==> config.mk <==
export PLATFORM = sky130hd
export DESIGN_NAME = host_interface_flat
export DESIGN_NICKNAME = d
export VERILOG_FILES = /design/src/rtl/host_interface_pkg.sv /design/src/rtl/host_interface_if.sv /design/src/rtl/host_skid_buffer.sv /design/src/rtl/host_interface.sv /design/src/flat_wrapper.sv
export SDC_FILE = /design/constraint.sdc
export NUM_CORES = 1
export LEC_CHECK = 0
export ABC_AREA = 1
export ABC_CLOCK_PERIOD_IN_PS = 7600
export BUFFER_PORTS_ARGS = -buffer_cell sky130_fd_sc_hd__buf_2
export CAP_MARGIN = 25
export CORE_MARGIN = 4
export CORE_UTILIZATION = 57
export DETAILED_ROUTE_END_ITERATION = 7
export PLACE_DENSITY_LB_ADDON = 0.3
export SLEW_MARGIN = 20
export SYNTH_ARGS = -nofsm -noshare
export SYNTH_HDL_FRONTEND = slang
export SYNTH_SLANG_ARGS = --single-unit
export TNS_END_PERCENT = 1
==> constraint.sdc <==
create_clock -name clk -period 7.6 [get_ports clk]
set_input_delay 1.14 -clock clk [delete_from_list [all_inputs] [get_ports clk]]
set_output_delay 1.14 -clock clk [all_outputs]
set_load 0.03 [all_outputs]
==> src/rtl/host_interface_pkg.sv <==
// Shared definitions for the host interface: job FSM states and the fixed shared-memory map.
package host_interface_pkg;

  typedef enum logic [2:0] {
    StIdle,
    StLoad,
    StWrConfig,
    StPollWait,
    StPollRead,
    StPollCheck,
    StUnload,
    StFinish
  } state_e;

  localparam int unsigned CONFIG_ADDR     = 0;
  localparam int unsigned STATUS_ADDR     = 1;
  localparam int unsigned OPERAND_BASE    = 2;
  localparam int unsigned STATUS_DONE_BIT = 0;

endpackage

==> src/rtl/host_interface_if.sv <==
// Operand stream, result stream and shared-memory port of the host interface.
interface host_interface_if #(
  parameter int unsigned WORD_SIZE = 32,
  parameter int unsigned ADDR_W    = 10
);

  logic                 i_Host_Valid;
  logic [WORD_SIZE-1:0] i_Host_Data;
  logic                 o_Host_Ready;

  logic                 o_Out_Valid;
  logic [WORD_SIZE-1:0] o_Out_Data;
  logic                 i_Out_Ready;

  logic                 o_Request;
  logic                 i_Grant;
  logic [ADDR_W-1:0]    o_Mem_Address;
  logic [WORD_SIZE-1:0] o_Mem_Write_Data;
  logic                 o_Mem_Write_Enable;
  logic                 o_Mem_Read_Enable;
  logic [WORD_SIZE-1:0] i_Mem_Read_Data;

  modport master (
    input  i_Host_Valid, i_Host_Data, i_Out_Ready, i_Grant, i_Mem_Read_Data,
    output o_Host_Ready, o_Out_Valid, o_Out_Data, o_Request, o_Mem_Address,
           o_Mem_Write_Data, o_Mem_Write_Enable, o_Mem_Read_Enable
  );

  modport slave (
    output i_Host_Valid, i_Host_Data, i_Out_Ready, i_Grant, i_Mem_Read_Data,
    input  o_Host_Ready, o_Out_Valid, o_Out_Data, o_Request, o_Mem_Address,
           o_Mem_Write_Data, o_Mem_Write_Enable, o_Mem_Read_Enable
  );

endinterface

==> src/rtl/host_skid_buffer.sv <==
// One-entry output register for the result stream; holds a word until the consumer takes it.
module host_skid_buffer #(
  parameter int unsigned WORD_SIZE = 32
) (
  input  logic                 clk,
  input  logic                 reset,
  input  logic                 i_In_Valid,
  input  logic [WORD_SIZE-1:0] i_In_Data,
  output logic                 o_Has_Room,
  output logic                 o_Out_Valid,
  output logic [WORD_SIZE-1:0] o_Out_Data,
  input  logic                 i_Out_Ready
);

  logic                 r_valid;
  logic [WORD_SIZE-1:0] r_data;

  // The producer only pushes when the entry is empty or being drained this cycle.
  always_ff @(posedge clk or posedge reset) begin
    if (reset) begin
      r_valid <= 1'b0;
      r_data  <= '0;
    end else if (i_In_Valid) begin
      r_valid <= 1'b1;
      r_data  <= i_In_Data;
    end else if (i_Out_Ready) begin
      r_valid <= 1'b0;
    end
  end

  assign o_Has_Room  = !r_valid || i_Out_Ready;
  assign o_Out_Valid = r_valid;
  assign o_Out_Data  = r_data;

endmodule

==> src/rtl/host_interface.sv <==
// Host-side job sequencer: streams operands into shared memory, writes config, polls status,
// then streams the result region back out.
module host_interface
  import host_interface_pkg::*;
#(
  parameter int unsigned WORD_SIZE     = 32,
  parameter int unsigned MEMORY_SIZE   = 1024,
  parameter int unsigned POLL_INTERVAL = 8,
  localparam int unsigned ADDR_W       = $clog2(MEMORY_SIZE)
) (
  input  logic                 clk,
  input  logic                 reset,
  input  logic                 i_Start,
  input  logic [WORD_SIZE-1:0] i_Config,
  input  logic [ADDR_W-1:0]    i_Load_Words,
  input  logic [ADDR_W-1:0]    i_Result_Base,
  input  logic [ADDR_W-1:0]    i_Result_Words,
  output logic                 o_Busy,
  output logic                 o_Done,
  output logic                 o_Error,
  host_interface_if.master     bus
);

  localparam int unsigned POLL_W = (POLL_INTERVAL > 1) ? $clog2(POLL_INTERVAL) : 1;
  localparam logic [POLL_W-1:0] POLL_LAST = POLL_W'(POLL_INTERVAL - 1);

  state_e               r_state, w_state_next;
  logic [WORD_SIZE-1:0] r_config;
  logic [ADDR_W-1:0]    r_load_words, r_result_base, r_result_words;
  logic [ADDR_W-1:0]    r_k, w_k_next, r_j, w_j_next;
  logic [POLL_W-1:0]    r_poll, w_poll_next;
  logic                 r_pending, w_pending_next, r_error;
  logic [ADDR_W:0]      w_load_end, w_result_end;
  logic                 w_too_big, w_accept;
  logic                 w_request, w_host_ready, w_we, w_re, w_done;
  logic [ADDR_W-1:0]    w_addr;
  logic [WORD_SIZE-1:0] w_wdata;
  logic                 w_has_room, w_out_valid;
  logic [WORD_SIZE-1:0] w_out_data;

  // One extra bit so the region-end sums cannot wrap before the bounds check.
  assign w_load_end   = {1'b0, i_Load_Words} + (ADDR_W + 1)'(OPERAND_BASE);
  assign w_result_end = {1'b0, i_Result_Base} + {1'b0, i_Result_Words};
  assign w_too_big    = (w_load_end > (ADDR_W + 1)'(MEMORY_SIZE)) ||
                        (w_result_end > (ADDR_W + 1)'(MEMORY_SIZE));
  assign w_accept     = (r_state == StIdle) && i_Start && !w_too_big;

  always_ff @(posedge clk or posedge reset) begin
    if (reset) begin
      r_state        <= StIdle;
      r_config       <= '0;
      r_load_words   <= '0;
      r_result_base  <= '0;
      r_result_words <= '0;
      r_k            <= '0;
      r_j            <= '0;
      r_poll         <= '0;
      r_pending      <= 1'b0;
      r_error        <= 1'b0;
    end else begin
      r_state   <= w_state_next;
      r_k       <= w_k_next;
      r_j       <= w_j_next;
      r_poll    <= w_poll_next;
      r_pending <= w_pending_next;
      r_error   <= (r_state == StIdle) && i_Start && w_too_big;
      if (w_accept) begin
        r_config       <= i_Config;
        r_load_words   <= i_Load_Words;
        r_result_base  <= i_Result_Base;
        r_result_words <= i_Result_Words;
      end
    end
  end

  always_comb begin
    w_state_next   = r_state;
    w_k_next       = r_k;
    w_j_next       = r_j;
    w_poll_next    = r_poll;
    w_pending_next = 1'b0;
    w_request      = 1'b0;
    w_host_ready   = 1'b0;
    w_we           = 1'b0;
    w_re           = 1'b0;
    w_addr         = '0;
    w_wdata        = '0;
    w_done         = 1'b0;
    unique case (r_state)
      StIdle: begin
        w_k_next    = '0;
        w_j_next    = '0;
        w_poll_next = '0;
        if (w_accept) w_state_next = StLoad;
      end
      StLoad: begin
        w_request = 1'b1;
        if (r_load_words == '0) begin
          w_state_next = StWrConfig;
        end else begin
          w_host_ready = bus.i_Grant;
          if (bus.i_Grant && bus.i_Host_Valid) begin
            w_we    = 1'b1;
            w_addr  = ADDR_W'(OPERAND_BASE) + r_k;
            w_wdata = bus.i_Host_Data;
            if (r_k == r_load_words - ADDR_W'(1)) begin
              w_k_next     = '0;
              w_state_next = StWrConfig;
            end else begin
              w_k_next = r_k + ADDR_W'(1);
            end
          end
        end
      end
      StWrConfig: begin
        w_request = 1'b1;
        if (bus.i_Grant) begin
          w_we         = 1'b1;
          w_addr       = ADDR_W'(CONFIG_ADDR);
          w_wdata      = r_config;
          w_poll_next  = '0;
          w_state_next = StPollWait;
        end
      end
      StPollWait: begin
        if (r_poll == POLL_LAST) begin
          w_poll_next  = '0;
          w_state_next = StPollRead;
        end else begin
          w_poll_next = r_poll + POLL_W'(1);
        end
      end
      StPollRead: begin
        w_request = 1'b1;
        if (bus.i_Grant) begin
          w_re         = 1'b1;
          w_addr       = ADDR_W'(STATUS_ADDR);
          w_state_next = StPollCheck;
        end
      end
      StPollCheck: begin
        // Read data for the status access issued in the previous cycle.
        if (bus.i_Mem_Read_Data[STATUS_DONE_BIT]) begin
          w_j_next     = '0;
          w_state_next = (r_result_words == '0) ? StFinish : StUnload;
        end else begin
          w_state_next = StPollWait;
        end
      end
      StUnload: begin
        w_request = (r_j != r_result_words);
        // One read in flight at most, and only if its word is sure to find the buffer free.
        if (bus.i_Grant && (r_j != r_result_words) && !r_pending && w_has_room) begin
          w_re           = 1'b1;
          w_addr         = r_result_base + r_j;
          w_j_next       = r_j + ADDR_W'(1);
          w_pending_next = 1'b1;
        end
        if ((r_j == r_result_words) && !r_pending && w_out_valid && bus.i_Out_Ready) begin
          w_state_next = StFinish;
        end
      end
      StFinish: begin
        w_done       = 1'b1;
        w_j_next     = '0;
        w_state_next = StIdle;
      end
      default: w_state_next = StIdle;
    endcase
  end

  host_skid_buffer #(
    .WORD_SIZE (WORD_SIZE)
  ) u_skid (
    .clk         (clk),
    .reset       (reset),
    .i_In_Valid  (r_pending),
    .i_In_Data   (bus.i_Mem_Read_Data),
    .o_Has_Room  (w_has_room),
    .o_Out_Valid (w_out_valid),
    .o_Out_Data  (w_out_data),
    .i_Out_Ready (bus.i_Out_Ready)
  );

  assign bus.o_Host_Ready       = w_host_ready;
  assign bus.o_Out_Valid        = w_out_valid;
  assign bus.o_Out_Data         = w_out_data;
  assign bus.o_Request          = w_request;
  assign bus.o_Mem_Address      = w_addr;
  assign bus.o_Mem_Write_Data   = w_wdata;
  assign bus.o_Mem_Write_Enable = w_we;
  assign bus.o_Mem_Read_Enable  = w_re;

  assign o_Busy  = (r_state != StIdle);
  assign o_Done  = w_done;
  assign o_Error = r_error;

endmodule

==> src/flat_wrapper.sv <==
// flat-port wrapper written by rule: the top's interface ports become plain ports
module host_interface_flat import host_interface_pkg::*;
#(
  parameter int unsigned WORD_SIZE     = 32,
  parameter int unsigned MEMORY_SIZE   = 1024,
  parameter int unsigned POLL_INTERVAL = 8,
  localparam int unsigned ADDR_W       = $clog2(MEMORY_SIZE)
)
  (clk, reset, i_Start, i_Config, i_Load_Words, i_Result_Base, i_Result_Words, o_Busy, o_Done, o_Error, bus_i_Host_Valid, bus_i_Host_Data, bus_i_Out_Ready, bus_i_Grant, bus_i_Mem_Read_Data, bus_o_Host_Ready, bus_o_Out_Valid, bus_o_Out_Data, bus_o_Request, bus_o_Mem_Address, bus_o_Mem_Write_Data, bus_o_Mem_Write_Enable, bus_o_Mem_Read_Enable);
  host_interface_if #(.WORD_SIZE(WORD_SIZE)) bus_i ();
  input  logic clk;
  input  logic reset;
  input  logic i_Start;
  input  logic [WORD_SIZE-1:0] i_Config;
  input  logic [ADDR_W-1:0] i_Load_Words;
  input  logic [ADDR_W-1:0] i_Result_Base;
  input  logic [ADDR_W-1:0] i_Result_Words;
  output logic o_Busy;
  output logic o_Done;
  output logic o_Error;
  input wire logic [$bits(bus_i.i_Host_Valid)-1:0] bus_i_Host_Valid;
  input wire logic [$bits(bus_i.i_Host_Data)-1:0] bus_i_Host_Data;
  input wire logic [$bits(bus_i.i_Out_Ready)-1:0] bus_i_Out_Ready;
  input wire logic [$bits(bus_i.i_Grant)-1:0] bus_i_Grant;
  input wire logic [$bits(bus_i.i_Mem_Read_Data)-1:0] bus_i_Mem_Read_Data;
  output wire logic [$bits(bus_i.o_Host_Ready)-1:0] bus_o_Host_Ready;
  output wire logic [$bits(bus_i.o_Out_Valid)-1:0] bus_o_Out_Valid;
  output wire logic [$bits(bus_i.o_Out_Data)-1:0] bus_o_Out_Data;
  output wire logic [$bits(bus_i.o_Request)-1:0] bus_o_Request;
  output wire logic [$bits(bus_i.o_Mem_Address)-1:0] bus_o_Mem_Address;
  output wire logic [$bits(bus_i.o_Mem_Write_Data)-1:0] bus_o_Mem_Write_Data;
  output wire logic [$bits(bus_i.o_Mem_Write_Enable)-1:0] bus_o_Mem_Write_Enable;
  output wire logic [$bits(bus_i.o_Mem_Read_Enable)-1:0] bus_o_Mem_Read_Enable;
  assign bus_i.i_Host_Valid = bus_i_Host_Valid;
  assign bus_i.i_Host_Data = bus_i_Host_Data;
  assign bus_i.i_Out_Ready = bus_i_Out_Ready;
  assign bus_i.i_Grant = bus_i_Grant;
  assign bus_i.i_Mem_Read_Data = bus_i_Mem_Read_Data;
  assign bus_o_Host_Ready = bus_i.o_Host_Ready;
  assign bus_o_Out_Valid = bus_i.o_Out_Valid;
  assign bus_o_Out_Data = bus_i.o_Out_Data;
  assign bus_o_Request = bus_i.o_Request;
  assign bus_o_Mem_Address = bus_i.o_Mem_Address;
  assign bus_o_Mem_Write_Data = bus_i.o_Mem_Write_Data;
  assign bus_o_Mem_Write_Enable = bus_i.o_Mem_Write_Enable;
  assign bus_o_Mem_Read_Enable = bus_i.o_Mem_Read_Enable;
  host_interface #(.WORD_SIZE(WORD_SIZE), .MEMORY_SIZE(MEMORY_SIZE), .POLL_INTERVAL(POLL_INTERVAL)) u_core (.clk(clk), .reset(reset), .i_Start(i_Start), .i_Config(i_Config), .i_Load_Words(i_Load_Words), .i_Result_Base(i_Result_Base), .i_Result_Words(i_Result_Words), .o_Busy(o_Busy), .o_Done(o_Done), .o_Error(o_Error), .bus(bus_i));
endmodule
# After elaboration in Yosys (flattened, before gate mapping)
# Index checks and enable logic that the tools add are counted.
dict set report op_classes {
  addsub 8
  magnitude_cmp 2
  n_eq_ne 22
  mux 43
  n_reduce_logical 29
}
# operator n
set ops {}
lappend ops {{$mux W32} 3}
lappend ops {{$mux W10} 8}
lappend ops {{$pmux W32 S2} 1}
lappend ops {{$pmux W10 S3} 2}
lappend ops {{$mux W3} 11}
lappend ops {{$pmux W3 S8} 1}
lappend ops {{$gt A11 B11 Y1 const B} 2}
lappend ops {{$add A10 B1 Y10 const B} 2}
lappend ops {{$eq A10 B10 Y1} 2}
lappend ops {{$logic_not A10 Y1} 2}
lappend ops {{$pmux W10 S2} 1}
lappend ops {{$eq A3 B3 Y1 const B} 5}
lappend ops {{$mux W1} 12}
lappend ops {{$add A10 B10 Y11} 1}
lappend ops {{$add A10 B2 Y11 const B} 1}
lappend ops {{$add A10 B10 Y10} 1}
lappend ops {{$add A2 B10 Y10 const A} 1}
lappend ops {{$logic_and A1 B1 Y1} 10}
lappend ops {{$ne A10 B10 Y1} 1}
lappend ops {{$ne A2 B1 Y1 const B} 5}
lappend ops {{$sub A10 B1 Y10 const B} 1}
lappend ops {{$pmux W3 S3} 1}
lappend ops {{$reduce_bool A3 Y1} 3}
lappend ops {{$ne A2 B2 Y1 const B} 4}
lappend ops {{14 further kinds} 23}
dict set report word_totals {
  regBits 123
  input_bits 132
  out_inout_bits 82
  word_cells 116
}

# Logic depth before layout (Yosys ltp)
dict set report depth {
  word_depth 7
  ltp_mapped 19
  depth_no_buf 18
}

# Modules after synthesis
# A second synthesis with hierarchy kept.
dict set report hier_totals {
  cells_unflattened 976
  hier_area_um2 7392.1
}
# module instances cells_per_inst area_per_inst_um2 seq_area_each_um2
set modules_own_cells {}
lappend modules_own_cells {host_interface 1 835 6062.1 2252.2}
lappend modules_own_cells {host_skid_buffer 1 141 1330.0 825.8}

# Least setup slack after synthesis
# OpenSTA, ideal clock, no wires.
dict set report synth_timing {
  path_kind {in2out}
  start {in bus_i_Out_Ready}
  end {out bus_o_Mem_Address[2]}
  arrival_time_ps 2327
  required_ps 6460
  setup_slack_ps 4133
  cell_stages 4
  path_buffers 0
  cell_sequence {o21ai_0 -> nor2_1 -> nand3_1 -> o21ai_0}
}
dict set report synth_via {
  elab_chain_cells 4
}
# item line_no
set synth_lines {}
lappend synth_lines {{from (decl)} flat_wrapper.sv:23} ;# input wire logic [$bits(bus_i.i_Out_Ready)-1:0] bus_i_Out_Ready;
lappend synth_lines {{$logic_or A1 B1 Y1} host_skid_buffer.sv:31} ;# assign o_Has_Room = !r_valid || i_Out_Ready;
lappend synth_lines {{$logic_and A1 B1 Y1} host_interface.sv:153} ;# if (bus.i_Grant && (r_j != r_result_words) && !r_pending && w_has_room) begin
lappend synth_lines {{$mux W10} host_interface.sv:153}
lappend synth_lines {{$pmux W10 S3} host_interface.sv:89} ;# unique case (r_state)
lappend synth_lines {{to (decl)} flat_wrapper.sv:30} ;# output wire logic [$bits(bus_i.o_Mem_Address)-1:0] bus_o_Mem_Address;
# No other way between the ends.

# Final worst setup path
dict set report layout_timing {
  start {reg u_core.r_pending}
  end {out bus_o_Mem_Address[1]}
}
dict set report layout_via {
  elab_chain_cells 5
}
# item line_no
set layout_lines {}
lappend layout_lines {{from (decl)} host_interface.sv:32} ;# logic r_pending, w_pending_next, r_error;
lappend layout_lines {{from (signal assigned)} host_interface.sv:65} ;# r_pending <= w_pending_next;
lappend layout_lines {{$logic_not A1 Y1} host_interface.sv:153}
lappend layout_lines {{$logic_and A1 B1 Y1 (2 in a row)} host_interface.sv:153}
lappend layout_lines {{$mux W10} host_interface.sv:153}
lappend layout_lines {{$pmux W10 S3} host_interface.sv:89}
# No other way between the ends.

==> metrics.txt <==
outcome=completed; Die Wd=121.6 um; CTS Buf Count=17; initial antenna violation count=0; Logic pwr share=42.2%; post-cts sizing count=0; Clock Path Buffers=2; DIE AREA=14770 um^2; multi-input logic area=3608 um^2; PortBufs=213; Yosys Warn Count=0; Post-synth EDFFs=0; RSZ-0062 raised after global routing=no; Max Cap Viol=0; Worst EP required=6.46 ns; Crit. End Element=output pin; Synth area leaders=dfrtp_1 42%, nand2_1 14%, inv_1 6.7%; Crit path top cell by count=o21ai_0; Yosys top cell by area=dfrtp_1; fin crit share=65.53%; Syn Area/Cell=7.569 um^2; top-count cell post-synth=nand2_1; Psw=1.422 mW; All-Layer GR Usage=27.17%; Slew @ Worst Pin=0.9703 ns; Finished Cell Area=9121 um^2; Seq cells post-synth=123; vias per inst=5.220; via count=7099; Starting Density=58.24%; PwrDens=367.1 nW/um^2; layout cells sized above 1=24.58%; Overflow after GRT=0; clock slew seen by the registers of the worst setup and hold paths=0.05 ns; Setup Skew=0.007439 ns; clock share of power=25.1%; maximum clock rate=0.2008 GHz; Post-Route WL=19.37 mm; Clock Sink Count=123; Die H=121.6 um; final core utilization=72.28%; Reg power frac=32.7%; Mapped Area=7350 um^2; Area Overhead vs Synth=24.11%; Slew Limit Fails=0; hold buffers post-CTS=0; dpl cell area=8503 um^2; worst min path class=reg2reg; relative slew slack=35.32%; WS Path Type=reg2out; Commonest cells post-synth=282 x nand2_1, 132 x inv_1, 123 x dfrtp_1; Iter 0 DRT Violations=457; num rows=41; residual DRC count=0; Pint=1.926 mW; DRT Pass-1 Iters=5; wire length per cell=14.24 um; CP max stage delay=1.05 ns; postcts setup bufs=0; switch share=42.47%; DRT antenna net count=0; CTS tree=built; VDD IR max=158.5 uV; Worst setup SP type=flop; global placement routability congestion=0.9029; Hold Vio Cnt, Final=0; largest net degree at the start of global routing=74; DP HPWL=14.75 mm; post-synth top area share=41.88%; Post-Synthesis Cells=971; first-pass GRT wire length=31.88 mm; Lkg Pwr=4.992 nW; vias in the first global route=6667; Seq/Total Area, Yosys=41.88%; CTS root buffer=clkbuf_16; Synth Flop Type=dfrtp_1; # fillers=1063; final critical-path required period=4.980 ns; worst path cell trace=clkinv_1 -> o21ai_0 -> nor2_1 -> nand3_1 -> inv_1 -> nand2_1 -> o21ai_0 -> buf_2; sequential cell area=3078 um^2; CP arrival=3.84 ns; H-tree depth=4; # IOs=214; final setup violating endpoints=0; crit path max-delay cell type=clkinv_1; CORE AREA=12620 um^2; Worst-Skew Late Latency=0.41 ns; CP max FO=35; Synth cell types=39; final-stage net count=1336; Antenna diodes=0; ys async rst share=100.0%; TNS Setup=0 ns; syn_nets=1131
[power by group through the flow]
stage	sequential, mW	combinational [mW]	clock, mW
floorplan	1.23	0.885	0
global placement	1.09	1.38	0
detailed placement	1.10	1.40	0
CTS	1.09	1.42	0.856
global route	1.12	1.58	0.891
finish	1.09	1.41	0.842
[placed cells by master (no fill, tap or decap), types with 4 or more instances in the layout]
master | netlist | layout
nand3_1 | 43 | 43
ha_1 | 26 | 26
nor4_1 | 5 | 5
clkinv_2 | 0 | 4
nand2_2 | 4 | 4
a21oi_1 | 31 | 31
bufinv_16 | 0 | 4
xnor2_1 | 6 | 6
o21ai_0 | 63 | 63
buf_2 | 8 | 213
o21ai_1 | 16 | 16
dfrtp_1 | 123 | 123
o22ai_1 | 4 | 4
nor2_1 | 75 | 75
nand2_1 | 282 | 282
xor2_1 | 28 | 28
nor2_2 | 5 | 5
a32o_1 | 9 | 9
nand4_1 | 15 | 15
a21oi_2 | 31 | 31
nor3_1 | 17 | 17
clkbuf_16 | 0 | 17
inv_1 | 132 | 131
[flip-flops by register name (all words and copies together), names as in the netlist]
| register | count |
|---|---|
| u_core.r_j | 10 |
| u_core.r_result_words | 10 |
| u_core.r_config | 32 |
| u_core.o_Error | 1 |
| u_core.r_pending | 1 |
| u_core.r_poll | 3 |
| u_core.r_load_words | 10 |
| u_core.u_skid.o_Out_Data | 32 |
| u_core.r_state | 3 |
| u_core.r_k | 10 |
| u_core.r_result_base | 10 |
| u_core.u_skid.o_Out_Valid | 1 |
[metal layers]
metal | routed length (um) | track usage [%] | up-vias
li1 | - | - | 3549
met3 | 2045 | 7.707 | 30
met5 | 0 | 0 | -
met4 | 379 | 9.104 | 0
met1 | 8253 | 36.43 | 3180
met2 | 8692 | 42.76 | 340
[stage by stage]
| stage | instances | hold WS (ns) | total power [mW] | setup WS [ns] |
|---|---|---|---|---|
| 2_1_floorplan | 971 | 0.4535 | 2.115 | 3.189 |
| 5_1_grt | 1360 | 0.4973 | 3.593 | 2.199 |
| 4_1_cts | 1360 | 0.4671 | 3.361 | 2.666 |
| 3_5_place_dp | 1329 | 0.4538 | 2.500 | 3.163 |
| 3_3_place_gp | 1329 | 0.4481 | 2.468 | 3.226 |
| 6_report | 1360 | 0.4632 | 3.348 | 2.620 |
[final cells by class]
| cell class | count | share of cell area (%) |
|---|---|---|
| Clock buffer | 23 | 5.240 |
| Clock inverter | 8 | 1.536 |
| Inverter | 136 | 5.624 |
| Multi-Input combinational cell | 682 | 39.56 |
| Sequential cell | 123 | 33.74 |
| Tap cell | 172 | 2.359 |
| Timing Repair Buffer | 216 | 11.93 |
[worst paths after layout]
kind / startpoint / to / slack [ns] / cells past startpoint
max in group asynchronous: reset / u_core.r_result_words[7]$_DFFE_PP0P_ / 5.47 / 3
hold / removal: u_core.u_skid.o_Out_Data[23]$_DFFE_PP0P_ / u_core.u_skid.o_Out_Data[23]$_DFFE_PP0P_ / 0.46 / 2
setup reg to reg: u_core.r_pending$_DFF_PP0_ / u_core.r_j[1]$_DFFE_PP0P_ / 4.25 / 7
hold reg to reg: u_core.u_skid.o_Out_Data[23]$_DFFE_PP0P_ / u_core.u_skid.o_Out_Data[23]$_DFFE_PP0P_ / 0.46 / 2
setup / recovery: u_core.r_pending$_DFF_PP0_ / bus_o_Mem_Address[1] / 2.62 / 8
min in group asynchronous: reset / u_core.r_k[4]$_DFFE_PP0P_ / 0.82 / 2
[logic make-up (layout without fill, tap and decap cells)]
family / after synthesis / in the layout / share of synthesized area [%]
simple gates: 450 / 450 / 25.38
xor+xnor: 34 / 34 / 4.052
buf+inv: 166 / 383 / 9.023
compound gates: 170 / 170 / 14.69
fa+ha+maj: 28 / 28 / 4.971
flops: 123 / 123 / 41.88
[critical path, delay by kind of cell (launching register included)]
family	cells	cell delay (ns)
buffers and inverters	3	1.40
AND/OR/NAND/NOR	3	0.53
AO/OA/AOI/OAI	2	0.50
flip-flops	1	0.98
(Power assumes the default switching activity.)
